**src/rtl/riscv_step_sequencer.sv**
```systemverilog
// Multi-cycle sequencer for the single-cycle RISC-V datapath: fetch over req/ack, one dp_step per instruction.
// Optional single-step mode (step_req port, PAUSE state) is enabled by defining SEQ_SINGLE_STEP_EN.
module riscv_step_sequencer #(
  parameter int MEM_WAIT      = 2,
  parameter int FETCH_TIMEOUT = 16,
  parameter int MAX_INSTR     = 0,
  parameter int COUNT_W       = 16
) (
  input  logic               clk,
  input  logic               reset,
  input  logic               start,
  input  logic               stop,
`ifdef SEQ_SINGLE_STEP_EN
  input  logic               step_req,
`endif
  input  logic [31:0]        pc_in,
  output logic               imem_req,
  output logic [31:0]        imem_addr,
  input  logic               imem_ack,
  input  logic [31:0]        imem_rdata,
  output logic [31:0]        dp_instr,
  output logic               dp_step,
  output logic               busy,
  output logic               halted,
  output logic               fault,
  output logic [COUNT_W-1:0] instr_count
);

  localparam int TW = $clog2(FETCH_TIMEOUT + 1);
  localparam int WW = (MEM_WAIT > 1) ? $clog2(MEM_WAIT) : 1;
  localparam logic [31:0] NOP    = 32'h0000_0013;
  localparam logic [31:0] EBREAK = 32'h0010_0073;

  typedef enum logic [3:0] {
    IDLE, FETCH, CHECK, EXEC, MEMW, NEXT, HALT, FAULT, PAUSE
  } state_t;

  state_t               state, state_d;
  logic [TW-1:0]        tmo_cnt, tmo_d;
  logic [WW-1:0]        wait_cnt, wait_d;
  logic                 req_d, step_d, busy_d, halted_d, fault_d;
  logic [31:0]          addr_d, instr_d;
  logic [COUNT_W-1:0]   cnt_d;
  logic                 is_mem, limit_hit;

  assign is_mem    = (dp_instr[6:0] == 7'b0000011) || (dp_instr[6:0] == 7'b0100011);
  assign limit_hit = (MAX_INSTR != 0) && (instr_count == COUNT_W'(MAX_INSTR));

  always_ff @(posedge clk or posedge reset) begin
    if (reset) begin
      state       <= IDLE;
      imem_req    <= 1'b0;
      imem_addr   <= '0;
      dp_instr    <= NOP;
      dp_step     <= 1'b0;
      busy        <= 1'b0;
      halted      <= 1'b0;
      fault       <= 1'b0;
      instr_count <= '0;
      tmo_cnt     <= '0;
      wait_cnt    <= '0;
    end else begin
      state       <= state_d;
      imem_req    <= req_d;
      imem_addr   <= addr_d;
      dp_instr    <= instr_d;
      dp_step     <= step_d;
      busy        <= busy_d;
      halted      <= halted_d;
      fault       <= fault_d;
      instr_count <= cnt_d;
      tmo_cnt     <= tmo_d;
      wait_cnt    <= wait_d;
    end
  end

  always_comb begin
    state_d  = state;
    req_d    = imem_req;
    addr_d   = imem_addr;
    instr_d  = dp_instr;
    step_d   = 1'b0;
    halted_d = halted;
    fault_d  = fault;
    cnt_d    = instr_count;
    tmo_d    = tmo_cnt;
    wait_d   = wait_cnt;
    case (state)
      // Any launch from rest starts a fresh run: count and status flags are cleared.
      IDLE, HALT, FAULT: begin
        if (start) begin
          state_d  = FETCH;
          req_d    = 1'b1;
          addr_d   = pc_in;
          cnt_d    = '0;
          halted_d = 1'b0;
          fault_d  = 1'b0;
          tmo_d    = '0;
        end
      end
      FETCH: begin
        if (imem_ack) begin
          instr_d = imem_rdata;
          req_d   = 1'b0;
          state_d = CHECK;
        end else if (tmo_cnt == TW'(FETCH_TIMEOUT - 1)) begin
          req_d   = 1'b0;
          fault_d = 1'b1;
          state_d = FAULT;
        end else begin
          tmo_d = tmo_cnt + TW'(1);
        end
      end
      CHECK: begin
        if (dp_instr == EBREAK) begin
          state_d  = HALT;
          halted_d = 1'b1;
        end else begin
          state_d = EXEC;
          step_d  = 1'b1;
          if (instr_count != '1) cnt_d = instr_count + COUNT_W'(1);
        end
      end
      EXEC: begin
        if (is_mem && (MEM_WAIT > 0)) begin
          state_d = MEMW;
          wait_d  = '0;
        end else begin
          state_d = NEXT;
        end
      end
      MEMW: begin
        if (wait_cnt == WW'(MEM_WAIT - 1)) state_d = NEXT;
        else wait_d = wait_cnt + WW'(1);
      end
      NEXT: begin
        // stop and the instruction limit collapse into one HALT transition
        if (stop || limit_hit) begin
          state_d  = HALT;
          halted_d = 1'b1;
        end else begin
`ifdef SEQ_SINGLE_STEP_EN
          state_d = PAUSE;
`else
          state_d = FETCH;
          req_d   = 1'b1;
          addr_d  = pc_in;
          tmo_d   = '0;
`endif
        end
      end
`ifdef SEQ_SINGLE_STEP_EN
      PAUSE: begin
        if (stop) begin
          state_d  = HALT;
          halted_d = 1'b1;
        end else if (step_req) begin
          state_d = FETCH;
          req_d   = 1'b1;
          addr_d  = pc_in;
          tmo_d   = '0;
        end
      end
`endif
      default: state_d = IDLE;
    endcase
    busy_d = (state_d == FETCH) || (state_d == CHECK) || (state_d == EXEC) ||
             (state_d == MEMW)  || (state_d == NEXT)  || (state_d == PAUSE);
  end

endmodule

```
**config.mk**
```make
export PLATFORM = sky130hd
export DESIGN_NAME = riscv_step_sequencer
export DESIGN_NICKNAME = d
export VERILOG_FILES = /design/src/rtl/riscv_step_sequencer.sv
export SDC_FILE = /design/constraint.sdc
export NUM_CORES = 1
export LEC_CHECK = 0
export ABC_AREA = 0
export BUFFER_PORTS_ARGS = -buffer_cell sky130_fd_sc_hd__buf_4
export CAP_MARGIN = 40
export CORE_UTILIZATION = 49
export CTS_CLUSTER_SIZE = 20
export DETAILED_ROUTE_END_ITERATION = 8
export PLACE_DENSITY = 0.75
export SKIP_CTS_REPAIR_TIMING = 1
export SYNTH_ARGS = -nofsm -noshare
export SYNTH_HDL_FRONTEND = slang
export SYNTH_SLANG_ARGS = --single-unit
```
**constraint.sdc**
```tcl
create_clock -name clk -period 3 [get_ports clk]
set_input_delay 0.15 -clock clk [delete_from_list [all_inputs] [get_ports clk]]
set_output_delay 0.15 -clock clk [all_outputs]
set_load 0.01 [all_outputs]
```
==> flow_metrics.py, run 1 <==
metrics = {
    "status": {
        "status": "completed",
    },
    "die": {
        "coreArea_um2": 8299,
        "start_util": 0.5091,
        "ios": 154,
        "rows": 33,
        "fp.dieW_um": 94.86,
        "die_height_um": 94.86,
        "dieArea_um2": 8998,
    },
    "sta": {
        "hold_viol_final": 0,
        "clock_skew_ns": 0.01142,
        "max_freq_mhz": 416.5,
        "rsz0062_at_grt": "false",
        "max-slew-margin-rel": 0.5212,
        "min_period_ns": 2.401,
        "tns_ns": 0,
        "setup_viol": 0,
        "fin_crit_sh": 0.8003,
        "drv_slew": 0,
        "tightestPinTransition_ns": 0.7174,
    },
    "global_route": {
        "grt_pass1_vias": 3204,
        "grt_max_degree": 57,
        "grt_usage": 0.2275,
        "grt_overflow": 0,
        "antenna_found_initial": 0,
        "grt_pass1_wl_mm": 15.67,
    },
    "clock_tree": {
        "root_buffer": "clkbuf_8",
        "clk_pin_slew_ns": 0.09,
        "cts_buffer_depth": 2,
        "clk_latency_ns": 0.36,
        "cts_tree": "built",
        "numCtsBuffers": 9,
        "clock-sinks": 95,
        "h-tree-depth": 3,
    },
    "synthesis": {
        "synth_edf_count": 0,
        "synth.area.top_cells": "dfrtp_1 54%, mux2_2 18%, xnor2_1 2.1%, nor4_1 1.9%, dfstp_2 1.9%",
        "syn_avg_cell_area_um2": 12.32,
        "yosysSeqAreaShare": 0.5635,
        "ys_types": 51,
        "syn_nets": 415,
        "netlist.area_leader.share": 0.5449,
        "synth_seq_cells": 95,
        "synthTopCellsByCount": "92 x dfrtp_1, 66 x mux2_2, 20 x nor2_1",
        "synthMostInstantiatedCell": "dfrtp_1",
        "synth_flop_cell": "dfrtp_1",
        "syn-cell-area_um2": 4225,
        "synth_cells": 343,
        "ys_async_sr_fraction": 1.000,
        "synth_area_leader_cell": "dfrtp_1",
        "yosysWarnings": 0,
    },
    "worst_setup_path": {
        "worstPathArrival_ns": 2.67,
        "ff2ff_path_depth": 6,
        "crit_path_max_fanout": 19,
        "crit_required_ns": 3.27,
        "crit_path_start_kind": "flip-flop",
        "crit_type": "reg -> reg",
        "cp-end-kind": "flip-flop",
    },
    "drt": {
        "vias_per_cell": 5.294,
        "antenna_left": 0,
        "wl_per_cell_um": 15.66,
        "finalWirelength_mm": 9.759,
        "drt-met1-wl_mm": 4.029,
        "drc": 0,
        "wl_met3_um": 591,
        "drt_iter0_markers": 105,
        "dr_wl_met2_mm": 4.983,
        "first_pass_iters": 4,
        "via_count": 3298,
        "top_layer_used": "met4",
    },
    "cells_and_area": {
        "stdcell_count": 623,
        "area_delta_synth_final_pct": 37.43,
        "design_area_um2": 5807,
        "fill_cells": 620,
        "insertedDiodeCount": 0,
        "drive_gt1_frac": 0.5000,
        "nets": 585,
    },
    "placement": {
        "dp.cells": 594,
        "gp_congestion": 0.7767,
        "numPortBuffers": 153,
        "place_area_um2": 5503,
        "dp_hpwl_mm": 7.156,
    },
    "power": {
        "power_mw": 3.947,
        "power.leakage_nw": 2.745,
        "ir_drop_mv": 0.4230,
        "powerDensity_nw_per_um2": 679.7,
    },
    "min_path": {
        "hold_path_class": "in -> reg",
        "hold_depth": 2,
    },
    "job": {
        "max_cap_violations": 0,
    },
}
-- layer usage --
layer | vias to the layer above | track usage
li1 | 1560 | -
met1 | 1629 | 0.2951
met2 | 96 | 0.3633
met3 | 13 | 0.07568
met4 | 0 | 0.06439
met5 | - | 0
-- cells in the final DEF (no fill, tap or decap), types with 3 or more instances in the layout --
master,n
nor3_1,4
inv_1,9
nand2_1,13
nand4_1,5
dlygate4sd3_1,13
or3_1,3
ha_1,3
o21ai_0,9
nor2_1,20
xnor2_1,10
nand2b_1,4
and3_1,4
mux2_2,66
buf_4,161
dfstp_2,3
a21oi_1,13
nand3_1,9
dfrtp_1,92
nor2b_1,4
nor4_1,13
clkbuf_8,10
-- power breakdown --
part           switching, mW  leakage [nW]  internal (mW)
Clock                  0.442        0.0830          0.327
Combinational          0.527          1.48          0.769
Sequential             0.250          1.18           1.63
Total                   1.22          2.74           2.73
-- final cells by class --
class                   count  area, um^2  share of cell area
flip-flops and latches     95        2381              0.4100
multi-input cells         222        1723              0.2967
repair buffers            175        1359              0.2340
clock buffers              12       145.1             0.02499
well taps                 105       131.4             0.02262
inverters                  10       38.79            0.006680
clock inverters             4       28.78            0.004956
-- through the flow --
stage / hold WS, ns / utilization / worst slack (ns)
6_report: 0.01685 / 0.6997 / 0.5990
5_1_grt: 0.0001838 / 0.6997 / 0.4479
4_1_cts: -0.1064 / 0.6840 / 0.6232
3_5_place_dp: 0.2884 / 0.6630 / 0.6442
3_3_place_gp: 0.2834 / 0.6630 / 0.6851
2_1_floorplan: 0.3005 / - / 0.3779
-- final timing paths --
check / slack (ns) / from / end
worst max-delay path: 0.60 / state[2] / instr_count[12]
worst min-delay path: 0.02 / pc_in[9] / imem_addr[9]
worst max register to register: 0.60 / state[2] / instr_count[12]
worst min register to register: 0.51 / imem_addr[15] / imem_addr[15]
max in group asynchronous: 1.77 / reset / dp_instr[4]
min in group asynchronous: 0.44 / reset / imem_addr[24]
-- worst max-delay path, stage by stage, from the launching register on --
cell and delay, ns:
dfrtp_1 0.70, and2_4 0.26, o21ai_2 0.06, a21o_1 0.31, or3_4 0.46, or3_1 0.35
a21oi_1 0.17
-- registers in the layout, indices dropped and copies added (netlist names), 4 cells and up --
signal       flops
dp_instr        32
imem_addr       32
instr_count     16
tmo_cnt          5
state            4
-- cells by family after synthesis --
kind of cell | count (synthesis) | share of synthesized area
XOR/XNOR | 10 | 0.02073
multiplexers | 68 | 0.1806
flip-flops | 95 | 0.5635
other | 1 | 0.0008875
AND/OR/NAND/NOR | 103 | 0.1430
buffers and inverters | 26 | 0.02961
adder cells (fa/ha/maj) | 3 | 0.008885
AO/OA/AOI/OAI | 37 | 0.05271
No activity file was read; power rests on OpenSTA's default activity.
==> run 2, diff against run 1 <==
Settings changed: CORE_UTILIZATION 49 to 45, PLACE_DENSITY 0.75 to 0.73.
Clock period 3 ns to 2.1 ns, I/O delays scaled along.
==> run 2 against run 1 <==
Highest routed layer unchanged. Clock power increased by 66%. Critical endpoint is now dp_instr[9]. Critical path type unchanged. Flip-flop and latch count stayed put. Global-route usage is 1.2 points lower. Setup slack got worse by 0.51 ns. Clock skew is 0.0028 ns higher. Via count rose by 9.9%. Maximum frequency is 19% higher.
==> flow_metrics.py, run 2 (synthesized netlist as in run 1, its figures left out) <==
metrics = {
    "cells_and_area": {
        "nets": 656,
        "stdcell_count": 697,
        "drive_gt1_frac": 0.4907,
        "insertedDiodeCount": 0,
        "area_delta_synth_final_pct": 56.09,
        "layout_common_cells": "177 x buf_4, 91 x dfrtp_1, 66 x mux2_2",
        "design_area_um2": 6595,
        "layout_commonest_cell": "buf_4",
        "top_regs": "dp_instr (32), imem_addr (32), instr_count (16)",
        "fill_cells": 570,
    },
    "drt": {
        "via_count": 3626,
        "antenna_left": 0,
        "drt_iter0_markers": 100,
        "first_pass_iters": 4,
        "wl_per_cell_um": 16.67,
        "vias_per_cell": 5.202,
        "finalWirelength_mm": 11.62,
        "drc": 0,
    },
    "power": {
        "pwr-share-clk": 0.211,
        "powerDensity_nw_per_um2": 917.8,
        "combPwrFrac": 0.340,
        "power.internal_mw": 4.126,
        "switching_share": 0.3184,
        "p_sw_mw": 1.927,
        "ir_drop_mv": 0.6883,
        "power.leakage_nw": 3.103,
        "seqPwrFrac": 0.449,
    },
    "worst_setup_path": {
        "reg2reg_to": "dp_instr[9]",
        "crit_path_max_fanout": 32,
        "crit_required_ns": 2.35,
        "crit_start": "state[0]",
        "cp-end-kind": "flip-flop",
        "worstPathArrival_ns": 2.26,
        "crit_path_start_kind": "flip-flop",
        "r2r-start": "state[0]",
        "crit_type": "reg -> reg",
        "r2r_setup_slack_ns": 0.08,
        "ff2ff_path_depth": 6,
        "critPathCapture": "dp_instr[9]",
    },
    "global_route": {
        "grt_pass1_vias": 3426,
        "grt_max_degree": 39,
        "grt_pass1_wl_mm": 16.39,
        "grt_usage": 0.2158,
        "antenna_found_initial": 0,
        "grt_overflow": 0,
    },
    "die": {
        "coreArea_um2": 8891,
        "fp.dieW_um": 98.90,
        "rows": 34,
        "ios": 154,
        "dieArea_um2": 9781,
        "die_height_um": 98.90,
        "start_util": 0.4752,
    },
    "placement": {
        "gp_congestion": 0.7998,
        "place_area_um2": 5687,
        "numPortBuffers": 153,
        "dp_hpwl_mm": 7.768,
        "dp.cells": 615,
    },
    "sta": {
        "hold_viol_final": 0,
        "min_period_ns": 2.016,
        "fin_crit_sh": 0.9598,
        "tightestPinTransition_ns": 0.5868,
        "drv_slew": 0,
        "clock_skew_ns": 0.01426,
        "setup_viol": 0,
        "max-slew-margin-rel": 0.6080,
        "max_freq_mhz": 496.1,
    },
    "clock_tree": {
        "root_buffer": "clkbuf_8",
        "clk_pin_slew_ns": 0.10,
        "cts_buffer_depth": 2,
        "h-tree-depth": 3,
        "clk_latency_ns": 0.36,
        "cts_tree": "built",
        "numCtsBuffers": 9,
        "clock-sinks": 95,
    },
    "status": {
        "status": "completed",
    },
    "min_path": {
        "hold_path_class": "in -> reg",
    },
    "job": {
        "max_cap_violations": 0,
    },
}
[run 2: changes by cell type in the layout (fill, tap and decap cells not counted), moves of 2 or more]
cell           delta
dlygate4sd3_1    +52
clkbuf_1          -2
clkinv_2          -2
buf_12            +3
clkinv_4          +2
buf_4            +16
inv_8             +3
[run 2: critical path, cell delays in order (launching register included)]
cell and delay (ns):
dfrtp_1 0.41, buf_12 0.15, or3b_2 0.51, nor2_2 0.21
nand2_1 0.13, buf_12 0.18, mux2_2 0.29
[run 2: power groups by stage]
stage               combinational [mW]  clock [mW]  sequential, mW
floorplan                        0.641           0            2.87
global placement                  1.88           0            2.67
detailed placement                1.92           0            2.70
CTS                               1.92        1.31            2.67
global route                      2.19        1.38            2.78
finish                            2.06        1.28            2.72
[run 2: per-stage QoR]
step | hold slack [ns] | util | setup TNS [ns] | setup WS, ns | total power [mW]
6_report | 0.1012 | 0.7418 | 0 | 0.08446 | 6.053
4_1_cts | -0.2159 | 0.6635 | 0 | 0.04777 | 5.904
5_1_grt | 0.08698 | 0.7418 | -0.004343 | -0.004343 | 6.342
3_3_place_gp | 0.1916 | 0.6396 | 0 | 0.1123 | 4.558
2_1_floorplan | 0.2555 | - | 0 | 0.04645 | 3.510
3_5_place_dp | 0.1957 | 0.6396 | 0 | 0.06687 | 4.625
[run 2: metal layers]
layer,wire (um),vias to the layer above,track usage,part of all wire
li1,-,1709,-,-
met1,4548,1791,0.2533,0.39
met2,6250,112,0.3653,0.54
met3,676,14,0.06879,0.058
met4,141,0,0.09070,0.012
met5,0,-,0,0
[run 2: cell type report]
cell class / instances / area, um^2 / area share
multi-input cells: 222 / 1764 / 0.2675
clock buffers: 9 / 123.9 / 0.01878
clock inverters: 7 / 88.84 / 0.01347
repair buffers: 246 / 2059 / 0.3123
well taps: 108 / 135.1 / 0.02049
inverters: 10 / 41.29 / 0.006261
flip-flops and latches: 95 / 2382 / 0.3612
[run 2: worst min path at each step]
stage	cells after the start	end	from
after floorplan	1	dp_instr[29]	imem_rdata[29]
after global placement	2	imem_addr[11]	reset
after detailed placement	2	imem_addr[11]	reset
after CTS	2	imem_addr[11]	reset
after global routing	4	tmo_cnt[4]	imem_ack
final	4	tmo_cnt[4]	imem_ack
